### config.mk
export PLATFORM = sky130hd
export DESIGN_NAME = mem_arbiter
export DESIGN_NICKNAME = d
export VERILOG_FILES = /design/src/rtl/mem_arbiter.sv
export SDC_FILE = /design/constraint.sdc
export NUM_CORES = 1
export LEC_CHECK = 0
export ABC_CLOCK_PERIOD_IN_PS = 6600
export BUFFER_PORTS_ARGS = -buffer_cell sky130_fd_sc_hd__buf_2
export CORE_AREA = 3 3 108 110
export CTS_CLUSTER_SIZE = 40
export DETAILED_ROUTE_END_ITERATION = 7
export DIE_AREA = 0 0 111 113
export GPL_TIMING_DRIVEN = 1
export PLACE_DENSITY = 0.79
export SLEW_MARGIN = 5
export SYNTH_ARGS = -nofsm -noshare
export SYNTH_HDL_FRONTEND = slang
export SYNTH_SLANG_ARGS = --single-unit
### constraint.sdc
create_clock -name clk -period 6.6 [get_ports clk]
set_input_delay 0.33 -clock clk [delete_from_list [all_inputs] [get_ports clk]]
set_output_delay 0.33 -clock clk [all_outputs]
set_load 0.05 [all_outputs]
### src/rtl/mem_arbiter.sv
// rtl/mem_arbiter.sv - round-robin IFU/LSU arbiter and single-access sequencer for the shared memory block
//
// Ports:
//   clk, rst                    rising-edge clock, asynchronous active-high reset
//   ifu_req_*, ifu_addr         IFU read request handshake and address
//   ifu_resp_*, ifu_rdata       IFU response handshake and read data
//   lsu_req_*, lsu_wr/addr/...  LSU request handshake and read/write payload
//   lsu_resp_*, lsu_rdata       LSU response handshake and read data (0 on write ack)
//   mem_en/rd/addr/wdata/wstrb  memory access port, mem_en pulses for one cycle per access
//   mem_rdata                   memory read data, combinational from mem_addr
module mem_arbiter #(
    parameter int ADDR_W  = 32,
    parameter int DATA_W  = 32,
    parameter int LATENCY = 1
) (
    input  logic              clk,
    input  logic              rst,
    input  logic              ifu_req_valid,
    output logic              ifu_req_ready,
    input  logic [ADDR_W-1:0] ifu_addr,
    output logic              ifu_resp_valid,
    input  logic              ifu_resp_ready,
    output logic [DATA_W-1:0] ifu_rdata,
    input  logic              lsu_req_valid,
    output logic              lsu_req_ready,
    input  logic              lsu_wr,
    input  logic [ADDR_W-1:0] lsu_addr,
    input  logic [DATA_W-1:0] lsu_wdata,
    input  logic [3:0]        lsu_wstrb,
    output logic              lsu_resp_valid,
    input  logic              lsu_resp_ready,
    output logic [DATA_W-1:0] lsu_rdata,
    output logic              mem_en,
    output logic              mem_rd,
    output logic [ADDR_W-1:0] mem_addr,
    output logic [DATA_W-1:0] mem_wdata,
    output logic [3:0]        mem_wstrb,
    input  logic [DATA_W-1:0] mem_rdata
);

    typedef enum logic [1:0] {IDLE, ACCESS, WAIT, RESP} state_t;

    localparam logic       OWN_IFU   = 1'b0;
    localparam logic       OWN_LSU   = 1'b1;
    localparam logic [3:0] WAIT_LOAD = 4'(LATENCY - 1);

    state_t            state_q, state_d;
    logic              last_grant_q, last_grant_d;
    logic              owner_q, owner_d;
    logic              wr_q, wr_d;
    logic [ADDR_W-1:0] addr_q, addr_d;
    logic [DATA_W-1:0] wdata_q, wdata_d;
    logic [3:0]        wstrb_q, wstrb_d;
    logic [DATA_W-1:0] resp_q, resp_d;
    logic [3:0]        cnt_q, cnt_d;
    logic              grant_ifu, grant_lsu;
    logic              resp_hs;

    always_ff @(posedge clk or posedge rst) begin
        if (rst) begin
            state_q      <= IDLE;
            last_grant_q <= OWN_LSU;
            owner_q      <= OWN_IFU;
            wr_q         <= 1'b0;
            addr_q       <= '0;
            wdata_q      <= '0;
            wstrb_q      <= '0;
            resp_q       <= '0;
            cnt_q        <= '0;
        end else begin
            state_q      <= state_d;
            last_grant_q <= last_grant_d;
            owner_q      <= owner_d;
            wr_q         <= wr_d;
            addr_q       <= addr_d;
            wdata_q      <= wdata_d;
            wstrb_q      <= wstrb_d;
            resp_q       <= resp_d;
            cnt_q        <= cnt_d;
        end
    end

    always_comb begin
        state_d      = state_q;
        last_grant_d = last_grant_q;
        owner_d      = owner_q;
        wr_d         = wr_q;
        addr_d       = addr_q;
        wdata_d      = wdata_q;
        wstrb_d      = wstrb_q;
        resp_d       = resp_q;
        cnt_d        = cnt_q;
        grant_ifu    = 1'b0;
        grant_lsu    = 1'b0;
        resp_hs      = 1'b0;

        case (state_q)
            IDLE: begin
                // IFU wins a tie only when the LSU was served last.
                grant_ifu = ifu_req_valid && (!lsu_req_valid || (last_grant_q == OWN_LSU));
                grant_lsu = lsu_req_valid && !grant_ifu;
                if (grant_ifu) begin
                    owner_d      = OWN_IFU;
                    last_grant_d = OWN_IFU;
                    wr_d         = 1'b0;
                    addr_d       = ifu_addr;
                    wdata_d      = '0;
                    wstrb_d      = '0;
                    state_d      = ACCESS;
                end else if (grant_lsu) begin
                    owner_d      = OWN_LSU;
                    last_grant_d = OWN_LSU;
                    wr_d         = lsu_wr;
                    addr_d       = lsu_addr;
                    wdata_d      = lsu_wdata;
                    wstrb_d      = lsu_wstrb;
                    state_d      = ACCESS;
                end
            end
            ACCESS: begin
                // Memory data is combinational, so the read completes on this edge.
                resp_d  = wr_q ? '0 : mem_rdata;
                cnt_d   = WAIT_LOAD;
                state_d = (LATENCY > 1) ? WAIT : RESP;
            end
            WAIT: begin
                cnt_d = cnt_q - 4'd1;
                if (cnt_q <= 4'd1) begin
                    state_d = RESP;
                end
            end
            RESP: begin
                resp_hs = (owner_q == OWN_LSU) ? lsu_resp_ready : ifu_resp_ready;
                if (resp_hs) begin
                    state_d = IDLE;
                end
            end
            default: state_d = IDLE;
        endcase
    end

    assign ifu_req_ready  = grant_ifu;
    assign lsu_req_ready  = grant_lsu;
    assign ifu_resp_valid = (state_q == RESP) && (owner_q == OWN_IFU);
    assign lsu_resp_valid = (state_q == RESP) && (owner_q == OWN_LSU);
    assign ifu_rdata      = resp_q;
    assign lsu_rdata      = resp_q;

    // Decoded from the state register so an asynchronous reset drops the strobe at once.
    assign mem_en    = (state_q == ACCESS);
    assign mem_rd    = ~wr_q;
    assign mem_addr  = addr_q;
    assign mem_wdata = wdata_q;
    assign mem_wstrb = wstrb_q;

endmodule

=== Yosys cells after proc, flatten, opt, wreduce, memory -nomap -nowiden ===
Cells that the tools add are included.

* Register bits after elaboration: 109
* Output and inout bits: 138
* Logic and storage cells: 51

* Multiplexer cells: 20
* Add/subtract/negate cells: 1
* Eq/ne operators: 6
* $lt $le $gt $ge: 1
* Reductions and logical operators: 12
* Bitwise gates (word level): 2

{| class="wikitable"
|+ Operators with widths
! operator !! count
|-
| $mux 32 || 5
|-
| $mux 2 || 4
|-
| $mux 4 || 2
|-
| $pmux 2 s4 || 1
|-
| $pmux 4 s2 || 1
|-
| $mux 1 || 7
|-
| $eq 2x2->1 const B || 2
|-
| $le 4x1->1 const B || 1
|-
| $logic_and 1x1->1 || 4
|-
| $ne 2x2->1 const B || 2
|-
| $reduce_bool 2->1 || 2
|-
| $sub 4x1->4 const B || 1
|-
| $ne 3x3->1 const B || 1
|-
| $reduce_and 3->1 || 1
|-
| $eq 2x1->1 const B || 1
|-
| $logic_not 1->1 || 2
|-
| $logic_not 2->1 || 1
|-
| $not 1->1 || 2
|-
| $reduce_and 2->1 || 1
|-
| $logic_or 1x1->1 || 1
|}

=== Logic depth before layout (Yosys ltp) ===
* Word-level depth: 8
* Gate-level depth with buffers: 7

=== Least setup slack after synthesis ===
Ideal clock, no wire load.

* Kind: reg2out
* From: register last_grant_q
* To: output port ifu_req_ready
* Arrival time: 1.515 ns
* Data required time: 6.270 ns
* Cell stages (with the launch flop): 4
* Slack: 4.755 ns
* Path through: dfstp_2 o21ai_4 buf_8 nor2_1

* Word-level cells in the longest chain between the ends: 3

{| class="wikitable"
|+ RTL lines
! item !! RTL line !! text
|-
| from (decl) || 48 || <nowiki>logic last_grant_q, last_grant_d;</nowiki>
|-
| from (signal assigned) || 72 || <nowiki>last_grant_q <= last_grant_d;</nowiki>
|-
| $logic_or 1x1->1 || 100 || <nowiki>grant_ifu = ifu_req_valid && (!lsu_req_valid || (last_grant_q == OWN_LSU));</nowiki>
|-
| $logic_and 1x1->1 || 100 ||
|-
| $mux 1 || 97 || <nowiki>case (state_q)</nowiki>
|-
| to (decl) || 19 || <nowiki>output logic ifu_req_ready,</nowiki>
|}

Every way passes these cells.

=== Worst setup path after layout ===
* From: register state_q[0]
* To: output port lsu_req_ready

* Word-level cells in the longest chain between the ends: 2

{| class="wikitable"
|+ RTL lines
! item !! RTL line !! text
|-
| from (decl) || 47 || <nowiki>state_t state_q, state_d;</nowiki>
|-
| from (signal assigned) || 71 || <nowiki>state_q <= state_d;</nowiki>
|-
| $logic_not 2->1 || 97 ||
|-
| $mux 1 || 97 ||
|-
| to (decl) || 25 || <nowiki>output logic lsu_req_ready,</nowiki>
|}

Every way passes these cells.

==> reports/metrics.yaml <==
status:
  status: "complete, no violations"
power:
  peakVddDrop_mv: 0.490
  power_density_nw_per_um2: 605
  p_leak_nw: 3.54
detailed_routing:
  vias_per_cell: 4.88
  routed_wl_um: 12400
  drtAntennaViolNets: 0
  first_pass_iters: 5
  drt_iter0_drc: 166
  routedWlPerCell_um: 15.0
  drc: 0
  dr_total_vias: 4026
synth:
  async_flop_share_pct: 100
  synth-adder-area-share_pct: 1.56
  avgSynthCellArea_um2: 10.8
  synthMuxAreaShare_pct: 7.09
  yosys_warnings: 0
  ys_ff_latch: 109
  synth-simple-area-share_pct: 6.60
  yosysSeqAreaShare_pct: 56.7
  synth_cell_types: 31
  ys_dominant_reg_cell: "dfrtp_1"
  syn_nets: 591
  synth_xor_xnor_area_share_pct: 0
  synth_top_family_by_area: "compound AO/OA/AOI/OAI gates"
  syn_inst: 446
  netlist_area_um2: 4810
  synth-edff-count: 0
  synth-compound-area-share_pct: 16.6
sta:
  worst_pin_slew_ns: 1.15
  fin_crit_ns: 2.58
  slew_viol_final: 0
  fmax_mhz: 387
  finClkSkew_ns: 0.0131
  slew_headroom_pct: 22.8
  setup_viol: 0
  rsz0062_at_grt: "no"
  finalCritPeriodShare_pct: 39.1
  final_hold_viol_count: 0
  tns_ns: 0
grt:
  grtUsageMet3_pct: 3.85
  use_met2_pct: 35.4
  grt.overflow.total: 0
  grt_use_total_pct: 19.6
  grt_pass1_wl_um: 20100
  use_met1_pct: 23.4
  busiest_layer: "met2"
  grt_max_degree: 62
  first_global_vias: 4151
  grt_antenna_before_repair: 1
placement:
  port_buffers: 276
  gp_congestion: 0.845
  dp.cells: 810
  detailed_place_hpwl_um: 9690
setup_path:
  endpoint_kind: "primary output"
  worstPathMaxFanout: 38
  worstSetupPathType: "register to primary output"
  rrSetupSlack_ns: 4.25
  critPathLaunchType: "register"
  required_ns: 6.27
  cp.arrival_ns: 2.25
finish:
  final_common_cell: "buf_2"
  final_cell_mix: "buf_2, dfrtp_1, nand2_1"
  fill_cells: 952
  finalNonFillerCells: 825
  drive_above_1_share_pct: 45.9
  regArea_um2: 2730
  multiInputGateArea_um2: 1550
  syn_to_final_growth_pct: 29.0
  nets: 826
clock_network:
  clock_latency_ns: 0.35
  clockBufferDepth: 2
  path_clk_slew_ns: 0.10
  cts_made_buffers: 9
  htree_levels: 3
  ctsResizeCount: 0
  cts_tree: "done"
  root_buffer: "clkbuf_8"
  post-cts-setup-buffers: 0
  postCtsHoldBufs: 0
  clkSinkCount: 109
floorplanning:
  die_h_um: 113
  fp.dieW_um: 111
  core_area_um2: 10800
  design.die.area_um2: 12500
  io_pins: 277
  rows: 38
  initial_core_util_pct: 44.6
hold_path:
  hold_class: "primary input to async pin"
job:
  drv_cap: 0
-- synthesized netlist by cell type, types with 2 or more instances --
cell | count | share of area (%)
o21ai_1 | 21 | 2.2
mux2i_1 | 33 | 6.9
buf_4 | 34 | 5.3
clkbuf_1 | 11 | 0.86
dfrtp_1 | 108 | 56
o21ai_0 | 35 | 3.6
nor2_1 | 4 | 0.31
nor2b_1 | 2 | 0.26
o22ai_1 | 3 | 0.39
ha_1 | 6 | 1.6
inv_1 | 41 | 3.2
a21oi_1 | 4 | 0.42
buf_2 | 8 | 0.83
nand3_1 | 4 | 0.42
nand2_1 | 69 | 5.4
a22o_1 | 37 | 6.7
buf_12 | 2 | 0.83
o21ai_2 | 11 | 2.0
-- routing by layer --
metal,routed length [um],vias to the layer above
met2,6600,163
met1,4800,1918
met4,228,0
met3,765,17
li1,-,1928
met5,0,-
-- sequential cells by signal, indices dropped and copies added (netlist names) --
register and count:
cnt_q 4, ifu_rdata 32, state_q 2, wr_q 1, owner_q 1, mem_wstrb 4
mem_wdata 32, mem_addr 32, last_grant_q 1
-- worst max-delay path, cell delays in order (launching register included) --
cell      delay (ns)
dfrtp_1         0.41
inv_1           0.11
ha_1            0.34
inv_1           0.14
a211oi_4        0.17
buf_4           0.38
buf_2           0.34
-- final timing paths --
| kind | startpoint | cells after the start | endpoint |
|---|---|---|---|
| max reg2reg | state_q[1]$_DFFE_PP0P_ | 6 | ifu_rdata[16]$_DFFE_PP0P_ |
| min reg2reg | mem_addr[6]$_DFFE_PP0P_ | 2 | mem_addr[6]$_DFFE_PP0P_ |
| max | state_q[0]$_DFFE_PP0P_ | 6 | lsu_req_ready |
| min | rst | 2 | ifu_rdata[6]$_DFFE_PP0P_ |
| min in group clk | mem_rdata[25] | 3 | ifu_rdata[25]$_DFFE_PP0P_ |
| max in group asynchronous | rst | 3 | state_q[1]$_DFFE_PP0P_ |
-- per-stage QoR --
step / hold slack [ns] / setup WS (ns) / power, mW / util (%) / instance area, um2
after floorplan: 0.400 / 3.40 / 3.00 / - / 4810
after global placement: 0.432 / 4.31 / 3.37 / 55.9 / 6040
after detailed placement: 0.443 / 4.27 / 3.43 / 55.9 / 6040
after CTS: 0.0370 / 4.01 / 3.80 / 57.5 / 6210
after global routing: 0.0574 / 3.84 / 3.97 / 57.6 / 6210
final: 0.0226 / 4.02 / 3.76 / 57.6 / 6210
-- power breakdown --
part           internal, mW  leakage [nW]  total [mW]  switching, mW
registers             0.946          1.39        1.13          0.183
logic                 0.514          2.07        2.27           1.75
clock network         0.155        0.0912       0.364          0.210
total                  1.62          3.54        3.76           2.15
-- kinds of logic (layout without fill, tap and decap cells) --
family / after synthesis / after routing
AO/OA/AOI/OAI: 117 / 117
AND/OR/NAND/NOR: 81 / 81
flip-flops: 109 / 109
adder cells (fa/ha/maj): 6 / 6
multiplexers: 34 / 34
other: 0 / 1
buffers and inverters: 99 / 337
-- layout make-up --
class                           instances  share of cell area [%]
Antenna cell                            1                  0.0403
Sequential cell                       109                    43.9
Tap cell                              140                    2.82
Clock inverter                          3                   0.363
Timing Repair Buffer                  281                    22.8
Inverter                               42                    2.58
Multi-Input combinational cell        238                    25.0
Clock buffer                           11                    2.44
(Power assumes the default switching activity.)
